File: src/rtl/sobel_scan_ctrl_pkg.sv
// Shared constants and state encodings for the Sobel frame-scan sequencer.
// Latency: none (declarations only).
// Backpressure: none (declarations only).
package sobel_pkg;

  localparam int IMG_W_DEF     = 224;
  localparam int IMG_H_DEF     = 224;
  localparam int AW_DEF        = 16;
  localparam int DW_DEF        = 8;
  localparam int PIX_PER_FRAME = IMG_W_DEF * IMG_H_DEF;

  typedef enum logic [2:0] {
    IDLE    = 3'd0,
    FETCH_T = 3'd1,
    FETCH_M = 3'd2,
    FETCH_B = 3'd3,
    PUSH    = 3'd4,
    DRAIN   = 3'd5,
    BORDER  = 3'd6,
    DONE    = 3'd7
  } state_t;

  // Sub-phases of the border zero-fill walk.
  typedef enum logic [1:0] {
    BP_TOP  = 2'd0,
    BP_BOT  = 2'd1,
    BP_SIDE = 2'd2
  } bphase_t;

endpackage

File: src/rtl/sobel_scan_ctrl_if.sv
// Bundle of control, image-read, kernel and frame-buffer-write signals.
// Latency: none (wiring only).
// Backpressure: none; the kernel must answer within its fixed latency window.
interface sobel_scan_ctrl_if #(
  parameter int AW = 16,
  parameter int DW = 8
);

  logic          start;
  logic          busy;
  logic          done;
  logic [AW-1:0] rd_addr;
  logic          rd_en;
  logic [DW-1:0] rd_data;
  logic [DW-1:0] col_top;
  logic [DW-1:0] col_mid;
  logic [DW-1:0] col_bot;
  logic          col_valid;
  logic          row_start;
  logic [DW-1:0] k_result;
  logic          k_valid;
  logic [AW-1:0] wr_addr;
  logic [DW-1:0] wr_data;
  logic          wr_en;
  logic          err;

  // Sequencer side.
  modport master (
    input  start, rd_data, k_result, k_valid,
    output busy, done, rd_addr, rd_en, col_top, col_mid, col_bot,
           col_valid, row_start, wr_addr, wr_data, wr_en, err
  );

  // Environment side: memory, kernel, frame buffer and controller.
  modport slave (
    output start, rd_data, k_result, k_valid,
    input  busy, done, rd_addr, rd_en, col_top, col_mid, col_bot,
           col_valid, row_start, wr_addr, wr_data, wr_en, err
  );

endinterface

File: src/rtl/sobel_scan_ctrl_addr_gen.sv
// Row/column counters with three row-base accumulators (rows y-1, y, y+1).
// Latency: counters update on the clock after a step/clear request.
// Backpressure: none; steps are issued by the owning FSM only.
module sobel_addr_gen #(
  parameter int IMG_W = 224,
  parameter int IMG_H = 224,
  parameter int AW    = 16
) (
  input  logic          fclk,
  input  logic          rst,
  input  logic          i_clear,
  input  logic          i_step_col,
  input  logic          i_step_row,
  output logic [AW-1:0] o_c,
  output logic [AW-1:0] o_base_t,
  output logic [AW-1:0] o_base_m,
  output logic [AW-1:0] o_base_b,
  output logic          o_last_col,
  output logic          o_last_row
);

  localparam logic [AW-1:0] W_A    = AW'(IMG_W);
  localparam logic [AW-1:0] W2_A   = AW'(2 * IMG_W);
  localparam logic [AW-1:0] LAST_C = AW'(IMG_W - 1);
  localparam logic [AW-1:0] LAST_R = AW'(IMG_H - 2);

  logic [AW-1:0] r_c;
  logic [AW-1:0] r_y;
  logic [AW-1:0] r_base_t;
  logic [AW-1:0] r_base_m;
  logic [AW-1:0] r_base_b;

  // Counters restart at (y=1, c=0); row bases advance by one image width per row.
  always_ff @(posedge fclk) begin
    if (rst || i_clear) begin
      r_c      <= '0;
      r_y      <= AW'(1);
      r_base_t <= '0;
      r_base_m <= W_A;
      r_base_b <= W2_A;
    end else begin
      if (i_step_col) begin
        r_c <= (r_c == LAST_C) ? '0 : r_c + AW'(1);
      end
      if (i_step_row) begin
        r_y      <= r_y + AW'(1);
        r_base_t <= r_base_t + W_A;
        r_base_m <= r_base_m + W_A;
        r_base_b <= r_base_b + W_A;
      end
    end
  end

  assign o_c        = r_c;
  assign o_base_t   = r_base_t;
  assign o_base_m   = r_base_m;
  assign o_base_b   = r_base_b;
  assign o_last_col = (r_c == LAST_C);
  assign o_last_row = (r_y == LAST_R);

endmodule

File: src/rtl/sobel_scan_ctrl.sv
// Sobel frame-scan sequencer: fetches 3-pixel columns, pairs kernel results with addresses.
// Latency: 4 cycles per column; write issued in the same cycle as k_valid.
// Backpressure: none; optional border zero-fill under SOBEL_BORDER_ZERO_EN.
module sobel_scan_ctrl
  import sobel_pkg::*;
#(
  parameter int IMG_W = IMG_W_DEF,
  parameter int IMG_H = IMG_H_DEF,
  parameter int AW    = AW_DEF,
  parameter int DW    = DW_DEF
) (
  input  logic              fclk,
  input  logic              rst,
  sobel_scan_ctrl_if.master bus
);

  state_t        r_state;
  state_t        w_next;
  logic [DW-1:0] r_top;
  logic [DW-1:0] r_mid;
  logic [DW-1:0] r_bot;
  logic [AW-1:0] r_slot;
  logic          r_full;
  logic          r_err;
  logic [1:0]    r_drain_cnt;

  logic          w_rd_en;
  logic [AW-1:0] w_rd_addr;
  logic          w_col_valid;
  logic          w_load;
  logic          w_bwr;
  logic [AW-1:0] w_baddr;
  logic          w_kwr;
  logic          w_drain_exit;
  logic          w_timeout;

  logic          w_clear;
  logic          w_step_col;
  logic          w_step_row;
  logic [AW-1:0] w_c;
  logic [AW-1:0] w_base_t;
  logic [AW-1:0] w_base_m;
  logic [AW-1:0] w_base_b;
  logic          w_last_col;
  logic          w_last_row;

  sobel_addr_gen #(
    .IMG_W (IMG_W),
    .IMG_H (IMG_H),
    .AW    (AW)
  ) u_addr (
    .fclk       (fclk),
    .rst        (rst),
    .i_clear    (w_clear),
    .i_step_col (w_step_col),
    .i_step_row (w_step_row),
    .o_c        (w_c),
    .o_base_t   (w_base_t),
    .o_base_m   (w_base_m),
    .o_base_b   (w_base_b),
    .o_last_col (w_last_col),
    .o_last_row (w_last_row)
  );

  // The final result can trail the last column by up to 3 cycles.
  assign w_drain_exit = (r_state == DRAIN) &&
                        (!r_full || bus.k_valid || (r_drain_cnt == 2'd2));
  assign w_timeout    = (r_state == DRAIN) && r_full && !bus.k_valid &&
                        (r_drain_cnt == 2'd2);
  assign w_kwr        = bus.k_valid && r_full;

`ifdef SOBEL_BORDER_ZERO_EN
  localparam logic [AW-1:0] L_WM1 = AW'(IMG_W - 1);

  bphase_t r_bphase;
  logic    r_side;

  // Border walk: top row, bottom row, then left/right pairs for the middle rows.
  always_ff @(posedge fclk) begin
    if (rst || (r_state == DRAIN)) begin
      r_bphase <= BP_TOP;
      r_side   <= 1'b0;
    end else if (r_state == BORDER) begin
      case (r_bphase)
        BP_TOP:  if (w_last_col) r_bphase <= BP_BOT;
        BP_BOT:  if (w_last_col) r_bphase <= BP_SIDE;
        default: r_side <= ~r_side;
      endcase
    end
  end
`endif

  // State register.
  always_ff @(posedge fclk) begin
    if (rst) r_state <= IDLE;
    else     r_state <= w_next;
  end

  // Next-state decode plus read, column and counter-step controls.
  always_comb begin
    w_next      = r_state;
    w_rd_en     = 1'b0;
    w_rd_addr   = '0;
    w_clear     = 1'b0;
    w_step_col  = 1'b0;
    w_step_row  = 1'b0;
    w_load      = 1'b0;
    w_col_valid = 1'b0;
    w_bwr       = 1'b0;
    w_baddr     = '0;
    case (r_state)
      IDLE: begin
        if (bus.start) begin
          w_next  = FETCH_T;
          w_clear = 1'b1;
        end
      end
      FETCH_T: begin
        w_rd_en   = 1'b1;
        w_rd_addr = w_base_t + w_c;
        w_next    = FETCH_M;
      end
      FETCH_M: begin
        w_rd_en   = 1'b1;
        w_rd_addr = w_base_m + w_c;
        w_next    = FETCH_B;
      end
      FETCH_B: begin
        w_rd_en   = 1'b1;
        w_rd_addr = w_base_b + w_c;
        w_next    = PUSH;
      end
      PUSH: begin
        w_col_valid = 1'b1;
        w_load      = (w_c >= AW'(2));
        w_step_col  = 1'b1;
        // The last row is left un-stepped so the border walk finds y = IMG_H-2.
        if (w_last_col && w_last_row) begin
          w_next = DRAIN;
        end else begin
          w_next     = FETCH_T;
          w_step_row = w_last_col;
        end
      end
      DRAIN: begin
        if (w_drain_exit) begin
`ifdef SOBEL_BORDER_ZERO_EN
          w_next = BORDER;
`else
          w_next = DONE;
`endif
        end
      end
`ifdef SOBEL_BORDER_ZERO_EN
      BORDER: begin
        w_bwr = 1'b1;
        case (r_bphase)
          BP_TOP: begin
            w_baddr    = w_c;
            w_step_col = 1'b1;
          end
          BP_BOT: begin
            w_baddr    = w_base_b + w_c;
            w_step_col = 1'b1;
            w_clear    = w_last_col;
          end
          default: begin
            w_baddr = r_side ? (w_base_m + L_WM1) : w_base_m;
            if (r_side) begin
              if (w_last_row) w_next = DONE;
              else            w_step_row = 1'b1;
            end
          end
        endcase
      end
`endif
      DONE:    w_next = IDLE;
      default: w_next = IDLE;
    endcase
  end

  // Column pixel capture as read data returns.
  always_ff @(posedge fclk) begin
    if (rst) begin
      r_top <= '0;
      r_mid <= '0;
      r_bot <= '0;
    end else begin
      if (r_state == FETCH_M) r_top <= bus.rd_data;
      if (r_state == FETCH_B) r_mid <= bus.rd_data;
      if (r_state == PUSH)    r_bot <= bus.rd_data;
    end
  end

  // Pending-write slot and sticky error tracking.
  always_ff @(posedge fclk) begin
    if (rst) begin
      r_slot <= '0;
      r_full <= 1'b0;
      r_err  <= 1'b0;
    end else begin
      if (w_load) begin
        r_slot <= w_base_m + w_c - AW'(1);
        r_full <= 1'b1;
      end else if (w_kwr || w_timeout) begin
        r_full <= 1'b0;
      end
      if ((bus.k_valid && !r_full) || (w_load && r_full && !bus.k_valid) || w_timeout) begin
        r_err <= 1'b1;
      end
    end
  end

  // Cycles spent waiting in DRAIN.
  always_ff @(posedge fclk) begin
    if (rst)                    r_drain_cnt <= '0;
    else if (r_state == DRAIN)  r_drain_cnt <= r_drain_cnt + 2'd1;
    else                        r_drain_cnt <= '0;
  end

  assign bus.busy      = (r_state != IDLE) && (r_state != DONE);
  assign bus.done      = (r_state == DONE);
  assign bus.rd_en     = w_rd_en;
  assign bus.rd_addr   = w_rd_addr;
  assign bus.col_top   = r_top;
  assign bus.col_mid   = r_mid;
  assign bus.col_bot   = (r_state == PUSH) ? bus.rd_data : r_bot;
  assign bus.col_valid = w_col_valid;
  assign bus.row_start = w_col_valid && (w_c == '0);
  assign bus.wr_en     = w_bwr || w_kwr;
  assign bus.wr_addr   = w_bwr ? w_baddr : (w_kwr ? r_slot : '0);
  assign bus.wr_data   = w_kwr ? bus.k_result : '0;
  assign bus.err       = r_err;

endmodule

File: src/flat_wrapper.sv
// flat-port wrapper written by rule: the top's interface ports become plain ports
module sobel_scan_ctrl_flat import sobel_pkg::*;
#(
  parameter int IMG_W = IMG_W_DEF,
  parameter int IMG_H = IMG_H_DEF,
  parameter int AW    = AW_DEF,
  parameter int DW    = DW_DEF
)
  (fclk, rst, bus_start, bus_rd_data, bus_k_result, bus_k_valid, bus_busy, bus_done, bus_rd_addr, bus_rd_en, bus_col_top, bus_col_mid, bus_col_bot, bus_col_valid, bus_row_start, bus_wr_addr, bus_wr_data, bus_wr_en, bus_err);
  sobel_scan_ctrl_if #(.AW(AW), .DW(DW)) bus_i ();
  input  logic fclk;
  input  logic rst;
  input wire logic [$bits(bus_i.start)-1:0] bus_start;
  input wire logic [$bits(bus_i.rd_data)-1:0] bus_rd_data;
  input wire logic [$bits(bus_i.k_result)-1:0] bus_k_result;
  input wire logic [$bits(bus_i.k_valid)-1:0] bus_k_valid;
  output wire logic [$bits(bus_i.busy)-1:0] bus_busy;
  output wire logic [$bits(bus_i.done)-1:0] bus_done;
  output wire logic [$bits(bus_i.rd_addr)-1:0] bus_rd_addr;
  output wire logic [$bits(bus_i.rd_en)-1:0] bus_rd_en;
  output wire logic [$bits(bus_i.col_top)-1:0] bus_col_top;
  output wire logic [$bits(bus_i.col_mid)-1:0] bus_col_mid;
  output wire logic [$bits(bus_i.col_bot)-1:0] bus_col_bot;
  output wire logic [$bits(bus_i.col_valid)-1:0] bus_col_valid;
  output wire logic [$bits(bus_i.row_start)-1:0] bus_row_start;
  output wire logic [$bits(bus_i.wr_addr)-1:0] bus_wr_addr;
  output wire logic [$bits(bus_i.wr_data)-1:0] bus_wr_data;
  output wire logic [$bits(bus_i.wr_en)-1:0] bus_wr_en;
  output wire logic [$bits(bus_i.err)-1:0] bus_err;
  assign bus_i.start = bus_start;
  assign bus_i.rd_data = bus_rd_data;
  assign bus_i.k_result = bus_k_result;
  assign bus_i.k_valid = bus_k_valid;
  assign bus_busy = bus_i.busy;
  assign bus_done = bus_i.done;
  assign bus_rd_addr = bus_i.rd_addr;
  assign bus_rd_en = bus_i.rd_en;
  assign bus_col_top = bus_i.col_top;
  assign bus_col_mid = bus_i.col_mid;
  assign bus_col_bot = bus_i.col_bot;
  assign bus_col_valid = bus_i.col_valid;
  assign bus_row_start = bus_i.row_start;
  assign bus_wr_addr = bus_i.wr_addr;
  assign bus_wr_data = bus_i.wr_data;
  assign bus_wr_en = bus_i.wr_en;
  assign bus_err = bus_i.err;
  sobel_scan_ctrl #(.IMG_W(IMG_W), .IMG_H(IMG_H), .AW(AW), .DW(DW)) u_core (.fclk(fclk), .rst(rst), .bus(bus_i));
endmodule
File: config.mk
export PLATFORM = sky130hd
export DESIGN_NAME = sobel_scan_ctrl_flat
export DESIGN_NICKNAME = d
export VERILOG_FILES = /design/src/rtl/sobel_scan_ctrl_pkg.sv /design/src/rtl/sobel_scan_ctrl_if.sv /design/src/rtl/sobel_scan_ctrl_addr_gen.sv /design/src/rtl/sobel_scan_ctrl.sv /design/src/flat_wrapper.sv
export SDC_FILE = /design/constraint.sdc
export NUM_CORES = 1
export LEC_CHECK = 0
export CORE_AREA = 4 4 113 115
export CTS_BUF_LIST = sky130_fd_sc_hd__clkbuf_4 sky130_fd_sc_hd__clkbuf_8
export CTS_CLUSTER_SIZE = 30
export DETAILED_ROUTE_END_ITERATION = 8
export DIE_AREA = 0 0 117 119
export DONT_BUFFER_PORTS = 1
export PLACE_DENSITY = 0.72
export SYNTH_ARGS = -nofsm -noshare
export SYNTH_HDL_FRONTEND = slang
export SYNTH_SLANG_ARGS = --single-unit
File: constraint.sdc
create_clock -name fclk -period 3.2 [get_ports fclk]
set_input_delay 0.48 -clock fclk [delete_from_list [all_inputs] [get_ports fclk]]
set_output_delay 0.48 -clock fclk [all_outputs]
set_load 0.01 [all_outputs]
Word level (Yosys, flattened, before mapping)
Cells that the tools add are included.
- register bits: 127
- bits in read-only memories: 0
- word-level logic and storage cells: 81
- output and inout port bits: 71
- memories kept: 0
- RAM bits: 0
- latch bits: 0
- div/mod/pow operators: 0
- mux-type cells: 18
- $add $sub $neg: 10
- shifts and indexed selects: 0
- multiply operators: 0
- bitwise logic cells: 1
- equality and inequality tests: 12
- reductions and logical operators: 26
- order comparisons: 1
- operators by type and width (cell ; number):
    $add 16x16->16 ; 3
    $add 16x8->16 const B ; 3
    $pmux 16 s3 ; 1
    $add 16x1->16 const B ; 2
    $eq 16x8->1 const B ; 2
    $mux 16 ; 2
    $pmux 3 s6 ; 1
    $ge 16x2->1 const B ; 1
    $logic_not 16->1 ; 1
    $mux 8 ; 2
    $sub 16x1->16 const B ; 1
    $logic_and 1x1->1 ; 11
    $eq 3x3->1 const B ; 3
    $mux 1 ; 9
    $mux 3 ; 3
    $eq 3x2->1 const B ; 2
    $logic_or 1x1->1 ; 6
    $eq 3x1->1 const B ; 1
    $logic_not 3->1 ; 1
    $ne 3x3->1 const B ; 1
    $reduce_bool 3->1 ; 1
    $reduce_or 3->1 ; 1
    $add 2x1->2 const B ; 1
    $eq 2x2->1 const B ; 1
    7 further kinds ; 8

Longest topological paths before layout
- depth after elaboration: 7
- gate-level depth with buffers: 15

Hierarchy
A second synthesis with hierarchy kept.
- cell total of the unflattened synthesis: 937
- area total of the unflattened synthesis: 7224.4 µm²
- modules (own cells, without submodules) (module ; area each (µm²) ; sequential area each (µm²) ; cells an instance ; times used):
    sobel_scan_ctrl ; 4172.8 ; 940.9 ; 583 ; 1
    sobel_addr_gen ; 3051.7 ; 1301.2 ; 354 ; 1

Least setup slack after synthesis
OpenSTA, ideal clock, no wires.
- path kind: reg2out
- start: register u_core.r_state[0]
- end: output bus_rd_addr[15]
- path slack: -0.386 ns
- data arrival time: 3.106 ns
- data required time: 2.720 ns
- stages on the path, launching flop included: 15
- buffers on the path: 2
- cells stage by stage: dfxtp_1 buf_6 nor2b_1 and2_1 clkbuf_1 o21ai_0 ha_1 fa_1 a21o_1 a21o_1 a211oi_1 o21bai_1 a41o_1 xnor2_1 o22ai_1
- word-level cells in the longest chain between the ends: 2
- ends and longest elaborated chain (what ; line ; RTL):
    start: declaration ; sobel_scan_ctrl.sv:17 ; state_t r_state;
    start signal: assignment ; sobel_scan_ctrl.sv:96 ; else r_state <= w_next;
    $eq 3x2->1 or $eq 3x1->1 (tied branches) ; sobel_scan_ctrl.sv:111 ; case (r_state)
    $pmux 16 s3 * ; sobel_scan_ctrl.sv:111 ;
    end: declaration ; flat_wrapper.sv:19 ; output wire logic [$bits(bus_i.rd_addr)-1:0] bus_rd_addr;
Mark *: on every way between the ends. The rest lies on a longest branch, timed or not.

Final worst setup path
Same ends and word-level chain as after synthesis.

==> results.sh <==
export IMPL_status="complete, but fails checks"
export IMPL_violations="setup timing"
export IMPL_rsz0062_at_grt="yes"
export IMPL_synth_edff_count=0
export IMPL_drc=0
export IMPL_syn_area_per_cell_um2=7.88
export IMPL_cts_num_sinks=112
export IMPL_diodes=0
export IMPL_fmax_mhz=289
export IMPL_row_count=40
export IMPL_tightestPinTransition_ns=0.995
export IMPL_area_growth_pct=7.78
export IMPL_fin_area_um2=6870
export IMPL_crit_start="u_core.r_state[0]"
export IMPL_layout_drive_gt1_share_pct=9.61
export IMPL_grt_overflow=0
export IMPL_ios=91
export IMPL_synth_flop_cell="dfxtp_1"
export IMPL_synth_area_um2=6370
export IMPL_htreeDepth=3
export IMPL_grt_pass1_wl_um=24700
export IMPL_skew_ns=0.0148
export IMPL_p_leak_nw=2.67
export IMPL_min_from="rst"
export IMPL_gp_congestion=0.896
export IMPL_drt_iter0_drc=429
export IMPL_slew_headroom_pct=33.7
export IMPL_cap_violations=0
export IMPL_power_w=0.00241
export IMPL_reg2reg_from="u_core.u_addr.o_c[5]"
export IMPL_crit_fanout=6
export IMPL_synth_seq_cells=112
export IMPL_finalSetupViolCount=4
export IMPL_ctsHoldBuffers=0
export IMPL_design_final_nets=860
export IMPL_clockBufferDepth=2
export IMPL_core_um2=11800
export IMPL_wl_per_cell_um=16.1
export IMPL_hold_violations=0
export IMPL_peakVddDrop_mv=0.352
export IMPL_die_w_um=117
export IMPL_grt_pass1_vias=5127
export IMPL_setup_worst_path_class="flip-flop to output pin"
export IMPL_cts_buffers_inserted=9
export IMPL_final_cell_count_no_fill=959
export IMPL_grt_max_degree=51
export IMPL_layout_commonest_cell="nand2_1"
export IMPL_pre_cts_slack_ns=0.0621
export IMPL_r2r_slack_ns=0.21
export IMPL_final_cell_mix="nand2_1 (127), dfxtp_1 (111), nor2_1 (90)"
export IMPL_die_h_um=119
export IMPL_finalCritPeriodShare_pct=108
export IMPL_port_buffers=0
export IMPL_end_kind="output pin"
export IMPL_vias=5608
export IMPL_viasPerCell=5.85
export IMPL_dpl_cell_count=937
export IMPL_cts_root_buffer_cell="clkbuf_8"
export IMPL_synthArstFlopShare_pct=0
export IMPL_start_util_pct=53.9
export IMPL_synth_cell_types=62
export IMPL_multi_input_area_um2=3950
export IMPL_first_pass_iters=5
export IMPL_antenna_found_initial=0
export IMPL_netlist_instances=809
export IMPL_slew_violations=0
export IMPL_clk_latency_ns=0.40
export IMPL_setup_slack_ns=-0.262
export IMPL_ant_nets=0
export IMPL_regArea_um2=2240
export IMPL_cp_data_arrival_time_ns=2.98
export IMPL_seq_area_frac_synth_pct=35.2
export IMPL_clk_pin_slew_ns=0.11
export IMPL_fin_crit_ns=3.46
export IMPL_drt_wl_total_um=15400
export IMPL_nFillCells=1072
export IMPL_r2r_end="u_core.r_slot[15]"
export IMPL_place_area_um2=6560
export IMPL_syn_nets=862
export IMPL_critPathLaunchType="flip-flop"
export IMPL_dp_hpwl_um=11800
export IMPL_groute_usage_overall_pct=21.8
export IMPL_cts_tree="built"
export IMPL_yosys_warnings=0
export IMPL_power_per_cell_area_nw_per_um2=352
export IMPL_reg2reg_depth=10
export IMPL_crit_path_end="bus_rd_addr[15]"
export IMPL_die_area_um2=13900
export IMPL_min_path_type="primary input to flip-flop"
export IMPL_required_ns=2.72
==> critical path, cell delays in order (launching register included) <==
cell      delay (ns)
dfxtp_2         0.34
nor2b_4         0.12
and2_4          0.18
nand2_2         0.07
o21ai_2         0.05
ha_2            0.19
fa_2            0.34
a21o_1          0.19
a21o_1          0.19
a211oi_2        0.20
o21bai_1        0.10
a41o_1          0.26
xnor2_1         0.13
o22ai_2         0.22
==> through the flow <==
step           TNS [ns]  util, %  hold slack (ns)
6_report         -0.787     58.1            0.135
5_1_grt           -1.59     58.1            0.103
4_1_cts          -0.934     57.6            0.121
3_5_place_dp          0     55.5            0.413
3_3_place_gp          0     55.5            0.411
2_1_floorplan   -0.0150        -            0.398
==> worst min path at each step <==
stage	to	slack (ns)	cells past startpoint
finish	u_core.r_bot[7]	0.14	1
global route	u_core.r_bot[7]	0.10	1
CTS	u_core.r_bot[7]	0.12	1
detailed placement	u_core.r_drain_cnt[0]	0.41	1
global placement	u_core.r_drain_cnt[0]	0.41	1
floorplan	u_core.r_drain_cnt[0]	0.40	1
==> cell type report <==
class                      instances  area share [%]
tap                              147            2.68
clock inverter                     6           0.966
timing repair buffer              26            2.84
sequential                       112            32.7
clock buffer                      10            2.00
inverter                          25            1.38
multi-input combinational        633            57.5
==> registers in the layout, indices dropped and copies added (netlist names) <==
signal                  cells
u_core.r_slot              16
u_core.u_addr.o_c          16
u_core.u_addr.r_y          16
u_core.u_addr.o_base_b     11
u_core.u_addr.o_base_m     11
u_core.u_addr.o_base_t     11
u_core.bus.col_mid          8
u_core.bus.col_top          8
u_core.r_bot                8
u_core.r_state              3
u_core.r_drain_cnt          2
u_core.bus.err              1
u_core.r_full               1
==> repair_timing <==
item / in CTS / in global routing
pin swaps: 8 / 5
resized for setup: 9 / 10
endpoints found under the setup margin: 6 / 7
buffers inserted: 3 / 3
==> synth_stat cells, drive strengths merged (5+ instances only) <==
cell | n | area share (%)
a211oi | 14 | 1.7
a21o | 8 | 0.94
a21oi | 53 | 4.2
a311oi | 5 | 0.69
a31oi | 6 | 0.59
and2 | 6 | 0.59
and3 | 38 | 3.7
buf | 9 | 0.98
clkbuf | 30 | 1.8
dfxtp | 112 | 35
ha | 31 | 6.1
inv | 24 | 1.4
nand2 | 130 | 7.8
nand2b | 7 | 0.69
nand3 | 20 | 1.8
nand3b | 5 | 0.59
nand4 | 14 | 1.4
nor2 | 91 | 5.5
nor2b | 5 | 0.49
nor3 | 23 | 2.0
nor4 | 8 | 0.88
o21ai | 30 | 2.4
o22ai | 7 | 0.69
or3 | 15 | 1.5
or4 | 5 | 0.71
xnor2 | 44 | 6.0
xor2 | 34 | 4.7
==> cell families after synthesis <==
family                     count (synthesis)  synth area share, %
xor gates and xnor gates                  78                 10.7
DFF                                      112                 35.2
AOI/OAI and AO/OA                        144                 13.9
adders and majority gates                 33                 6.72
muxes                                      4                0.648
buffers and inverters                     64                 4.26
and+or+nand+nor                          374                 28.5
==> report_power, final <==
part	switching [W]	internal, W
Combinational	0.0000865	0.0000354
Clock	0.000489	0.000386
Sequential	0.0000117	0.00141
Total	0.000587	0.00183
==> layer usage <==
| layer | vias to the layer above | part of all wire [%] | GRT usage (%) |
|---|---|---|---|
| li1 | 2799 | - | - |
| met1 | 2600 | 44 | 28.9 |
| met2 | 185 | 47 | 34.9 |
| met3 | 24 | 6.3 | 4.57 |
| met4 | 0 | 2.3 | 7.67 |
| met5 | - | 0 | 0 |
Note: power is estimated with default switching activity, not from simulation.
